==> src/rtl/generic_2clk_fifo_rd_prefetch_pkg.sv <==
// Shared constants and helpers for the dual-clock FIFO read-side prefetch buffer.
package generic_2clk_fifo_rd_prefetch_pkg;

    localparam int DAT_WIDTH_DEF = 50;
    localparam int BUF_DEPTH_DEF = 3;
    localparam int BUF_LVL_W     = 2;

    typedef logic [BUF_LVL_W-1:0] lvl_t;
    typedef logic [1:0]           ptr_t;

    function automatic ptr_t ptr_inc(input ptr_t p);
        return (p == ptr_t'(BUF_DEPTH_DEF - 1)) ? '0 : p + ptr_t'(1);
    endfunction

endpackage

==> src/rtl/generic_reg_fifo3.sv <==
// Three-entry register queue: push at tail, pop from head, occupancy level out.
module generic_reg_fifo3
    import generic_2clk_fifo_rd_prefetch_pkg::*;
#(
    parameter int W = DAT_WIDTH_DEF
) (
    input  logic         clk,
    input  logic         rst,
    input  logic         i_push,
    input  logic         i_pop,
    input  logic [W-1:0] i_wdata,
    output logic [W-1:0] o_rdata,
    output lvl_t         o_level
);

    logic [W-1:0] r_mem [BUF_DEPTH_DEF];
    ptr_t         r_wr_ptr;
    ptr_t         r_rd_ptr;
    lvl_t         r_level;
    logic         w_full;
    logic         w_pop_ok;
    logic         w_push_ok;

    assign w_full    = (r_level == lvl_t'(BUF_DEPTH_DEF));
    assign w_pop_ok  = i_pop && (r_level != '0);
    // a push into a full queue only lands if the head leaves in the same cycle
    assign w_push_ok = i_push && (!w_full || w_pop_ok);

    always_ff @(posedge clk or posedge rst) begin
        if (rst) begin
            r_wr_ptr <= '0;
            r_rd_ptr <= '0;
            r_level  <= '0;
        end else begin
            if (w_push_ok) r_wr_ptr <= ptr_inc(r_wr_ptr);
            if (w_pop_ok)  r_rd_ptr <= ptr_inc(r_rd_ptr);
            r_level <= r_level + lvl_t'(w_push_ok) - lvl_t'(w_pop_ok);
        end
    end

    always_ff @(posedge clk) begin
        if (w_push_ok) r_mem[r_wr_ptr] <= i_wdata;
    end

    assign o_rdata = r_mem[r_rd_ptr];
    assign o_level = r_level;

endmodule

==> src/rtl/generic_2clk_fifo_rd_prefetch.sv <==
// Read-side prefetch: issues FIFO reads ahead of demand so the 1-cycle memory
// latency is hidden and one word per cycle can be delivered downstream.
module generic_2clk_fifo_rd_prefetch
    import generic_2clk_fifo_rd_prefetch_pkg::*;
#(
    parameter int DAT_WIDTH = DAT_WIDTH_DEF,
    parameter int BUF_DEPTH = BUF_DEPTH_DEF
) (
    input  logic                 rd_clk,
    input  logic                 rd_reset,
    output logic                 fifo_rd_op,
    input  logic                 fifo_rd_empty,
    input  logic [DAT_WIDTH-1:0] fifo_rd_data,
    output logic                 out_valid,
    input  logic                 out_ready,
    output logic [DAT_WIDTH-1:0] out_data,
    output logic [1:0]           buf_level,
    output logic                 ovf_err
);

    logic                 r_inflight;
    logic                 r_hold;
    logic                 r_ovf;
    lvl_t                 w_level;
    logic [2:0]           w_occ;
    logic                 w_xfer;
    logic [DAT_WIDTH-1:0] w_head;

    generic_reg_fifo3 #(.W(DAT_WIDTH)) u_buf (
        .clk     (rd_clk),
        .rst     (rd_reset),
        .i_push  (r_inflight),
        .i_pop   (w_xfer),
        .i_wdata (fifo_rd_data),
        .o_rdata (w_head),
        .o_level (w_level)
    );

    // counting the in-flight read as occupied guarantees the return always has room
    assign w_occ      = {1'b0, w_level} + {2'b00, r_inflight};
    assign fifo_rd_op = !fifo_rd_empty && !r_hold && (w_occ < 3'(BUF_DEPTH));
    assign out_valid  = (w_level != '0);
    assign w_xfer     = out_valid && out_ready;

    // r_hold masks issue from reset until the first clock edge after release
    always_ff @(posedge rd_clk or posedge rd_reset) begin
        if (rd_reset) begin
            r_inflight <= 1'b0;
            r_hold     <= 1'b1;
            r_ovf      <= 1'b0;
        end else begin
            r_inflight <= fifo_rd_op;
            r_hold     <= 1'b0;
            if (r_inflight && (w_level == lvl_t'(BUF_DEPTH)) && !w_xfer)
                r_ovf <= 1'b1;
        end
    end

    assign out_data  = w_head;
    assign buf_level = w_level;
    assign ovf_err   = r_ovf;

endmodule

==> config.mk <==
export PLATFORM = sky130hd
export DESIGN_NAME = generic_2clk_fifo_rd_prefetch
export DESIGN_NICKNAME = d
export VERILOG_FILES = /design/src/rtl/generic_2clk_fifo_rd_prefetch_pkg.sv /design/src/rtl/generic_reg_fifo3.sv /design/src/rtl/generic_2clk_fifo_rd_prefetch.sv
export SDC_FILE = /design/constraint.sdc
export NUM_CORES = 1
export LEC_CHECK = 0
export BUFFER_PORTS_ARGS = -buffer_cell sky130_fd_sc_hd__buf_2
export CAP_MARGIN = 5
export CORE_ASPECT_RATIO = 0.6
export CORE_MARGIN = 3
export CORE_UTILIZATION = 55
export DETAILED_ROUTE_END_ITERATION = 12
export GPL_TIMING_DRIVEN = 0
export PLACE_DENSITY = 0.84
export SYNTH_ARGS = -nofsm -noshare
export SYNTH_HDL_FRONTEND = slang
export SYNTH_HIERARCHICAL = 1
export SYNTH_SLANG_ARGS = --single-unit
==> constraint.sdc <==
create_clock -name rd_clk -period 12.25 [get_ports rd_clk]
set_clock_uncertainty 0.05 [all_clocks]
set_input_delay 1.8375 -clock rd_clk [delete_from_list [all_inputs] [get_ports rd_clk]]
set_output_delay 1.8375 -clock rd_clk [all_outputs]
set_load 0.005 [all_outputs]
==> out/metrics.cfg, run 1 <==
[clock_network]
clkSlewWorstSetupHoldPaths_ns = 0.06
cts_tree = done
h-tree-depth = 4
insertion_delay_ns = 0.40
clock_sinks = 159
clk_path_buf_depth = 2
ctsHoldBuffers = 0
cts_root_buffer = clkbuf_16
cts_resized = 0
cts_setup_buffers = 0
cts_buffers = 17

[place]
dp.cells = 614
dp_hpwl_um = 7833
place_ws_ns = 7.921
gp_congestion = 0.7233
placed_area_um2 = 6938
portBuffers = 108

[yosys]
netlist_area_um2 = 6065
async_reset_ff_share_pct = 5.660
syn_inst = 356
synth_cell_type_count = 29
yosysTopAreaCellShare_pct = 74.27
ys_warn_count = 6
yosysSeqAreaShare_pct = 78.01
syn_avg_cell_area_um2 = 17.04
synth_enable_flop_cells = 150
yosysTopAreaCell = edfxtp_1
syn_nets = 414
yosys_most_used_dff = edfxtp_1
synth_seq_cells = 159
yosys-top-cells-area = edfxtp_1 (74%), mux2i_1 (8.3%), o21ai_1 (4.3%), dfrtp_1 (3.3%), nand2_1 (3.2%)

[hold_path]
hold_depth = 1
hold_start = ovf_err$_DFFE_PP0P_
min_to = ovf_err$_DFFE_PP0P_
hp-class = flip-flop to flip-flop

[route]
vias = 3411
wire_per_inst_um = 18.05
dr.pass1.iters = 4
drc = 0
wirelength_um = 11680
drtAntennaViolNets = 0
drt_iter0_drc = 220
viasPerCell = 5.272

[setup_path]
r2r_setup_slack_ns = 9.92
slowest_stage = a2111oi_2
cp_common_cell = buf_2
end_kind = output port
critPathKind = primary input to output port
rr_startpoint = u_buf/o_level[0]$_DFF_PP0_
critPathMaxStageDelay_ns = 0.31
cp.required_ns = 10.36
path_cells = buf_2 -> a2111oi_2 -> buf_2
reg2reg_depth = 7
cp-start-kind = primary input
critPathArrivalTime_ns = 2.44
critPathMaxFanout = 2
rr_endpoint = u_buf/r_mem[2][13]$_DFFE_PP_

[run]
drv_cap = 0

[global_route]
antenna_found_initial = 2
grt_max_degree = 30
grt_pass1_vias = 3611
grt_pass1_wl_um = 18280
grt_usage_pct = 19.82
gr-total-overflow = 0

[floorplanning]
die_x_um = 141.6
initial_utilization_pct = 56.85
io_pins = 109
die-area_um2 = 12360
die_y_um = 87.34
rows = 29
core_area_um2 = 10670

[timing]
post-route-period-util_pct = 35.31
setup_tns_ns = 0
period_needed_ns = 4.325
drv_slew = 0
rsz0062_at_grt = no
worst_hold_slack_ns = 0.4149
final.setup.worst_slack_ns = 7.925
hold_viol = 0
max_freq_mhz = 231.2
finalSetupViolations = 0
slew_headroom_pct = 56.95
worstMarginPinSlew_ns = 0.6457

[final_layout]
num-nets-final = 552
final_cells = 647
layout_common_cells = edfxtp_1 (150), buf_2 (115), o21ai_1 (52), nand2_1 (51), mux2i_1 (50)
drive_above_1_share_pct = 33.93
syn_to_final_growth_pct = 24.30
design_area_um2 = 7538
final_common_cell = edfxtp_1
utilization_pct = 70.67

[power_and_ir_drop]
power_density_nw_per_um2 = 225.2
ir_drop_mv = 0.1242
p_leak_nw = 2.855
power_mw = 1.698

[status]
status = completed

==> registers in the layout (all words and copies together) (netlist names) <==
signal / cells
u_buf/r_rd_ptr: 2
u_buf/r_wr_ptr: 2
r_inflight: 1
ovf_err: 1
u_buf/r_mem: 150
u_buf/o_level: 2
r_hold: 1
==> final cells by class <==
type / count / area, um^2
plain buffers: 17 / 165.2
clock buffers: 20 / 436.7
diodes: 1 / 2.502
clock inverters: 12 / 161.4
fillers: 700 / 3129
flip-flops and latches: 159 / 4731
inverters: 5 / 18.77
repair buffers: 119 / 688.2
multi-input cells: 175 / 1161
well taps: 139 / 173.9
==> cells by family after synthesis <==
| logic type | share of synthesized area (%) |
|---|---|
| flip-flops | 78.01 |
| adder cells (fa/ha/maj) | 0.8253 |
| multiplexers | 8.438 |
| buffers and inverters | 3.033 |
| XOR/XNOR | 0.2889 |
| AND/OR/NAND/NOR | 4.374 |
| other | 0.06183 |
| AO/OA/AOI/OAI | 4.972 |
==> worst max path at each step <==
stage	cells past startpoint	end	from	slack [ns]
2_1_floorplan	4	u_buf/r_mem[2][0]$_DFFE_PP_	out_ready	5.81
3_3_place_gp	5	u_buf/r_mem[2][32]$_DFFE_PP_	out_ready	3.42
3_5_place_dp	3	fifo_rd_op	fifo_rd_empty	7.92
4_1_cts	3	fifo_rd_op	fifo_rd_empty	7.92
5_1_grt	3	fifo_rd_op	fifo_rd_empty	7.87
6_report	3	fifo_rd_op	fifo_rd_empty	7.93
==> worst max-delay path, delay by kind of cell <==
family                 cells  cell delay (ns)
buffers and inverters      2             0.28
AOI/OAI and AO/OA          1             0.31
==> synthesized netlist by cell type, types with 2 or more instances <==
cell type and n:
a21o_1 2, buf_12 5, buf_2 7, clkbuf_1 3, dfrtp_1 8, edfxtp_1 150
ha_1 4, inv_1 5, mux2i_1 50, nand2_1 51, o21ai_1 52, xnor2_1 2
==> report_power, final <==
part | total (mW) | internal (mW) | switching [mW] | leakage, nW
sequential | 0.695 | 0.668 | 0.0269 | 1.47
clock | 0.525 | 0.322 | 0.203 | 0.281
combinational | 0.479 | 0.222 | 0.256 | 1.11
total | 1.70 | 1.21 | 0.485 | 2.85
==> routing by layer <==
layer	routed length [um]	up-vias	track usage, %
met1	4888	1655	24.76
li1	-	1631	-
met3	943	11	7.405
met2	5741	110	32.63
met4	86	4	6.359
met5	21	-	0
Power figures use the tool's default switching activity.
==> run 2, diff against run 1 <==
ABC_AREA = 1   (was default)
clock period = 4.2 ns   (was 12.25 ns; I/O delays follow)
==> run 2 against run 1 <==
Area after synthesis down 2.7%. Utilization up 1.1 points. Register-to-register slack worse by 8.2 ns. Critical path type is now flip-flop to output port. Total power rose to 2.9 times the previous value. Largest power group unchanged.
==> out/metrics.cfg, run 2 <==
[yosys]
syn_nets = 492  ; +19%
ys_warn_count = 6  ; unchanged
yosysSeqAreaShare_pct = 80.21  ; +2.2 points
syn_inst = 434  ; +22%
syn_avg_cell_area_um2 = 13.59  ; -20%
netlist_area_um2 = 5898  ; -2.7%
async_reset_ff_share_pct = 5.660  ; unchanged
yosysTopAreaCell = edfxtp_1
synth_enable_flop_cells = 150  ; unchanged
netlist_top_cells_count = nand2_1 (172), edfxtp_1 (150), nand3_1 (56)
synth_seq_cells = 159  ; unchanged
yosysTopAreaCellShare_pct = 76.37  ; +2.1 points
yosys_most_used_dff = edfxtp_1
synth.most_common_cell = nand2_1
yosys-top-cells-area = edfxtp_1 (76%), nand2_1 (11%), nand3_1 (4.8%), dfrtp_1 (3.4%), inv_1 (0.95%)
synth_cell_type_count = 16  ; -45%

[setup_path]
rr_endpoint = u_buf/r_mem[2][28]$_DFFE_PP_
cp.required_ns = 3.52  ; -6.84 ns
end_kind = output port
reg2reg_depth = 6  ; -1
r2r_setup_slack_ns = 1.77  ; -8.15 ns
cp_common_cell = buf_2
critPathKind = flip-flop to output port
cp-start-kind = flip-flop
critPathMaxFanout = 10  ; +8
critPathArrivalTime_ns = 1.81  ; -0.63 ns
rr_startpoint = u_buf/o_level[1]$_DFF_PP0_
slowest_stage = dfrtp_1
path_cells = buf_2 -> nor2_2 -> buf_2 -> nand2_1 -> nand3_1 -> buf_2
critPathMaxStageDelay_ns = 0.35  ; +0.04 ns

[global_route]
grt_pass1_wl_um = 19000  ; +3.9%
grt_pass1_vias = 3901  ; +8.0%
grt_max_degree = 27  ; -10%
grt_usage_pct = 20.88  ; +1.1 points
antenna_found_initial = 1  ; -1
gr-total-overflow = 0  ; unchanged

[final_layout]
num-nets-final = 622  ; +13%
syn_to_final_growth_pct = 23.65
utilization_pct = 71.79  ; +1.1 points
final_cells = 712  ; +10%
n_antenna_cell = 0  ; -1
layout_common_cells = nand2_1 (172), edfxtp_1 (150), buf_2 (119), nand3_1 (56), clkbuf_16 (17)
largest_register_ffs = 150  ; unchanged
fillCellCount = 692  ; -1.1%
drive_above_1_share_pct = 27.73  ; -6.2 points
top_register = u_buf/r_mem
final_common_cell = nand2_1

[place]
gp_congestion = 0.7606  ; +5.2%
portBuffers = 108  ; unchanged
dp.cells = 680  ; +11%
dp_hpwl_um = 7693  ; -1.8%

[route]
wire_per_inst_um = 16.51  ; -8.6%
viasPerCell = 5.240  ; -0.60%
dr.pass1.iters = 4  ; unchanged
wirelength_um = 11750  ; +0.62%
drtAntennaViolNets = 0  ; unchanged
vias = 3731  ; +9.4%
drc = 0  ; unchanged
drt_iter0_drc = 221  ; +0.45%

[floorplanning]
core_area_um2 = 10160  ; -4.8%
die_y_um = 86.22  ; -1.3%
rows = 28  ; -3.4%
die_x_um = 139.7  ; -1.3%
die-area_um2 = 12040  ; -2.6%
initial_utilization_pct = 58.05  ; +1.2 points
io_pins = 109  ; unchanged

[timing]
max_freq_mhz = 401.0
period_needed_ns = 2.494
drv_slew = 0  ; unchanged
post-route-period-util_pct = 59.38
slew_headroom_pct = 43.67  ; -13 points
rsz0062_at_grt = no
finalSetupViolations = 0  ; unchanged
worstMarginPinSlew_ns = 0.8429  ; +0.1972 ns
hold_viol = 0  ; unchanged
setup_tns_ns = 0  ; unchanged

[clock_network]
insertion_delay_ns = 0.41  ; about the same
cts_setup_buffers = 0  ; unchanged
cts_buffers = 17  ; unchanged
cts_tree = done
clock_sinks = 159  ; unchanged
clk_path_buf_depth = 2  ; unchanged
h-tree-depth = 4  ; unchanged
clkSlewWorstSetupHoldPaths_ns = 0.06  ; about the same
ctsHoldBuffers = 0  ; unchanged
cts_resized = 0  ; unchanged
cts_root_buffer = clkbuf_16

[power_and_ir_drop]
ir_drop_mv = 0.4779  ; +280%
p_leak_nw = 2.918  ; +2.2%
power_density_nw_per_um2 = 674.6  ; +200%

[run]
drv_cap = 0  ; unchanged

[hold_path]
hp-class = primary input to async pin

[status]
status = completed

-- run 2: worst max-delay path: cells and delay by family, from the launching register on --
| family | cells | cell delay, ns |
|---|---|---|
| buffers and inverters | 3 | 0.61 |
| flip-flops | 1 | 0.35 |
| AND/OR/NAND/NOR | 3 | 0.44 |
-- run 2: how the worst max path moves through the flow --
stage,cells after the start,startpoint,end
floorplan,5,out_ready,u_buf/r_mem[2][0]$_DFFE_PP_
global placement,6,out_ready,u_buf/r_mem[2][12]$_DFFE_PP_
detailed placement,7,out_ready,u_buf/r_mem[2][12]$_DFFE_PP_
CTS,6,u_buf/r_rd_ptr[1]$_DFFE_PP0N_,out_data[32]
global route,6,u_buf/r_rd_ptr[1]$_DFFE_PP0N_,out_data[32]
finish,6,u_buf/r_rd_ptr[1]$_DFFE_PP0N_,out_data[32]
-- run 2: cell type report --
class	instances	area [um^2]	share of cell area, %
Tap cell	135	168.9	2.316
Multi-Input combinational cell	243	1041	14.27
Inverter	16	60.06	0.8235
Clock buffer	18	429.2	5.884
Timing Repair Buffer	111	600.6	8.235
Sequential cell	159	4731	64.87
Clock inverter	14	188.9	2.590
Buffer	16	73.82	1.012
-- run 2: through the flow --
| stage | total power, mW | hold WS, ns | cell area, um^2 | setup WS [ns] |
|---|---|---|---|---|
| 2_1_floorplan | 2.760 | 0.3329 | 5898 | 0.5642 |
| 3_3_place_gp | 3.305 | 0.3921 | 6608 | -0.8645 |
| 3_5_place_dp | 3.373 | 0.4287 | 6675 | 1.617 |
| 4_1_cts | 4.962 | 0.03138 | 7293 | 1.678 |
| 5_1_grt | 5.210 | 0.03217 | 7293 | 1.550 |
| 6_report | 4.920 | 0.04759 | 7293 | 1.706 |
-- run 2: logic make-up (layout without fill, tap and decap cells) --
kind of cell	after synthesis	after routing	synth area share (%)
adders and majority gates	4	4	0.8486
other	1	1	0.06358
buffers and inverters	32	175	2.270
and+or+nand+nor	237	237	16.48
AOI/OAI and AO/OA	1	1	0.1273
DFF	159	159	80.21
-- run 2: power by group --
part / total (mW) / internal [mW] / switching [mW]
Combinational: 1.32 / 0.484 / 0.833
Clock: 1.58 / 0.995 / 0.584
Sequential: 2.02 / 1.95 / 0.0723
Total: 4.92 / 3.43 / 1.49
-- run 2: layer usage --
| layer | GRT usage, % | vias up | part of all wire (%) |
|---|---|---|---|
| li1 | - | 1766 | - |
| met1 | 26.52 | 1793 | 42 |
| met2 | 34.93 | 151 | 49 |
| met3 | 6.229 | 19 | 8.0 |
| met4 | 7.564 | 2 | 1.0 |
| met5 | 0 | - | 0.077 |
==> run 3, diff against run 2 <==
CORE_UTILIZATION = 49   (was 55)
PLACE_DENSITY = 0.79   (was 0.84)
clock period = 2.1 ns   (was 4.2 ns; I/O delays follow)
==> run 3 against run 2 <==
The flow now finishes with violations (setup timing). Utilization fell by 6.0 points. Clock power is 100% higher. Sequential power is 100% higher. First-iteration DRC count shrank 2.7%. Register-to-register slack worse by 1.8 ns. Hold slack worse by 0.00068 ns. Highest routed layer is now met4. Flip-flop and latch count stayed put. Setup slack worse by 1.8 ns. Final cell count increased by 6.5%. Final area grew 3.9%. Largest cell class unchanged. Largest power group unchanged.
==> out/metrics.cfg, run 3 (synthesis gave the netlist of run 2 again) <==
[clock_network]
cts_buffers = 17  ; unchanged
h-tree-depth = 4  ; unchanged
clock_sinks = 159  ; unchanged
insertion_delay_ns = 0.41  ; about the same
cts_tree = done
clkSlewWorstSetupHoldPaths_ns = 0.07  ; about the same
cts_root_buffer = clkbuf_16
clk_path_buf_depth = 2  ; unchanged

[place]
dp_hpwl_um = 7557  ; -1.8%
portBuffers = 108  ; unchanged
gp_congestion = 0.7113  ; -6.5%

[route]
vias = 3838  ; +2.9%
drtAntennaViolNets = 0  ; unchanged
wire_per_inst_um = 17.27  ; +4.6%
drt_iter0_drc = 215  ; -2.7%
viasPerCell = 5.063  ; -3.4%
drc = 0  ; unchanged
wirelength_um = 13090  ; +11%
dr.pass1.iters = 4  ; unchanged

[setup_path]
cp_num_buf_inv = 2  ; -1
critPathMaxFanout = 25  ; +15
rr_startpoint = u_buf/o_level[1]$_DFF_PP0_
cp.depth = 5  ; -1
r2r_setup_slack_ns = -0.05  ; -1.82 ns
slowest_stage = clkinvlp_4
crit_path_start = u_buf/o_level[1]$_DFF_PP0_
path_cells = o21a_1 -> inv_1 -> nand3_1 -> nand3_2 -> clkinvlp_4
end_kind = flip-flop
critPathKind = flip-flop to flip-flop
endpoint = u_buf/r_mem[0][38]$_DFFE_PP_
rr_endpoint = u_buf/r_mem[0][38]$_DFFE_PP_
cp-start-kind = flip-flop
reg2reg_depth = 5  ; -1
cp.required_ns = 2.00  ; -1.52 ns
critical-path-top-delay-family = buffers and inverters
critPathMaxStageDelay_ns = 0.56  ; +0.21 ns
critPathArrivalTime_ns = 2.06  ; +0.25 ns

[power_and_ir_drop]
p_leak_nw = 3.037  ; +4.1%
power_mw = 10.35  ; +110%
power_density_nw_per_um2 = 1365  ; +100%
ir_drop_mv = 0.7363  ; +54%

[global_route]
grt_pass1_vias = 3799  ; -2.6%
antenna_found_initial = 0  ; -1
gr-total-overflow = 0  ; unchanged
grt_max_degree = 31  ; +15%
grt_usage_pct = 19.68  ; -1.2 points
grt_pass1_wl_um = 19840  ; +4.5%

[status]
violations = setup timing
status = finished, violations left

[timing]
hold_viol = 0  ; unchanged
post-route-period-util_pct = 102.6
period_needed_ns = 2.154
drv_slew = 0  ; unchanged
rsz0062_at_grt = yes
max_freq_mhz = 464.2
final.setup.worst_slack_ns = -0.05422  ; -1.760 ns
finalSetupViolations = 50  ; +50
slew_headroom_pct = 56.59  ; +13 points
worstMarginPinSlew_ns = 0.6497  ; -0.1932 ns
setup_tns_ns = -2.014  ; -2.014 ns
worst_hold_slack_ns = 0.04691  ; -0.0006752 ns

[floorplanning]
die-area_um2 = 13430  ; +12%
die_x_um = 147.6  ; +5.7%
initial_utilization_pct = 51.18  ; -6.9 points
core_area_um2 = 11520  ; +13%
io_pins = 109  ; unchanged
rows = 30  ; +7.1%
die_y_um = 90.99  ; +5.5%

[final_layout]
layout_common_cells = nand2_1 (171), edfxtp_1 (150), buf_2 (112), nand3_1 (54), clkbuf_16 (17)
drive_above_1_share_pct = 31.94  ; +4.2 points
n_antenna_cell = 0  ; unchanged
syn_to_final_growth_pct = 28.53
final_common_cell = nand2_1
utilization_pct = 65.79  ; -6.0 points
largest_register_ffs = 150  ; unchanged
top_register = u_buf/r_mem
num-nets-final = 643  ; +3.4%

[hold_path]
hp-class = primary input to flip-flop

[run]
drv_cap = 0  ; unchanged

run 3: cell count changes in the layout (fill, tap and decap cells not counted), moves of 3 or more:
cell	previous run	this run
clkbuf_2	0	3
clkbuf_1	4	1
inv_6	2	6
buf_6	0	9
clkinvlp_4	3	6
buf_2	119	112
buf_4	0	14
run 3: per-stage QoR:
step                      area, um^2  setup slack [ns]  instances
after floorplan                 5916         -0.002017        434
after global placement          6656           -0.5730        702
after detailed placement        6676           -0.6575        703
after CTS                       7462          -0.06300        750
after global routing            7581           -0.1870        758
final                           7581          -0.05422        758
run 3: how the worst min path moves through the flow:
stage	endpoint	from	cells after the start	slack, ns
CTS	u_buf/r_mem[1][29]$_DFFE_PP_	fifo_rd_data[29]	1	0.03
floorplan	ovf_err$_DFFE_PP0P_	rd_reset	1	0.02
global placement	ovf_err$_DFFE_PP0P_	rd_reset	2	0.15
global route	u_buf/r_mem[2][35]$_DFFE_PP_	fifo_rd_data[35]	1	0.03
finish	u_buf/r_mem[1][29]$_DFFE_PP_	fifo_rd_data[29]	1	0.05
detailed placement	ovf_err$_DFFE_PP0P_	rd_reset	2	0.16
run 3: layer usage:
metal | part of all wire [%] | GRT usage, % | vias to the layer above
li1 | - | - | 1812
met1 | 44 | 26.72 | 1871
met2 | 48 | 31.68 | 145
met3 | 7.3 | 5.037 | 10
met4 | 0.74 | 6.047 | 0
met5 | 0 | 0 | -
run 3: power breakdown:
group	internal, mW	switching [mW]	leakage, nW
clock	1.92	1.29	0.307
combinational	1.25	1.84	1.27
sequential	3.91	0.143	1.46
total	7.08	3.27	3.04
run 3: timing repair:
action                                  4_1_cts  5_1_grt
cloned                                        5        2
pin swaps                                     1        1
hold buffers                                  2        0
setup buffers                                 8        6
hold endpoints to repair                     10        0
endpoints found under the setup margin      180      131
resized for setup                            22       15
run 3: layout make-up:
cell class,count,area (um^2)
sequential,159,4733
fill,844,3943
multi-input combinational,244,1070
timing repair buffer,127,708.2
clock buffer,18,429.2
tap,160,200.2
clock inverter,14,193.9
buffer,16,148.9
inverter,16,67.56
timing repair inverter,4,30.03
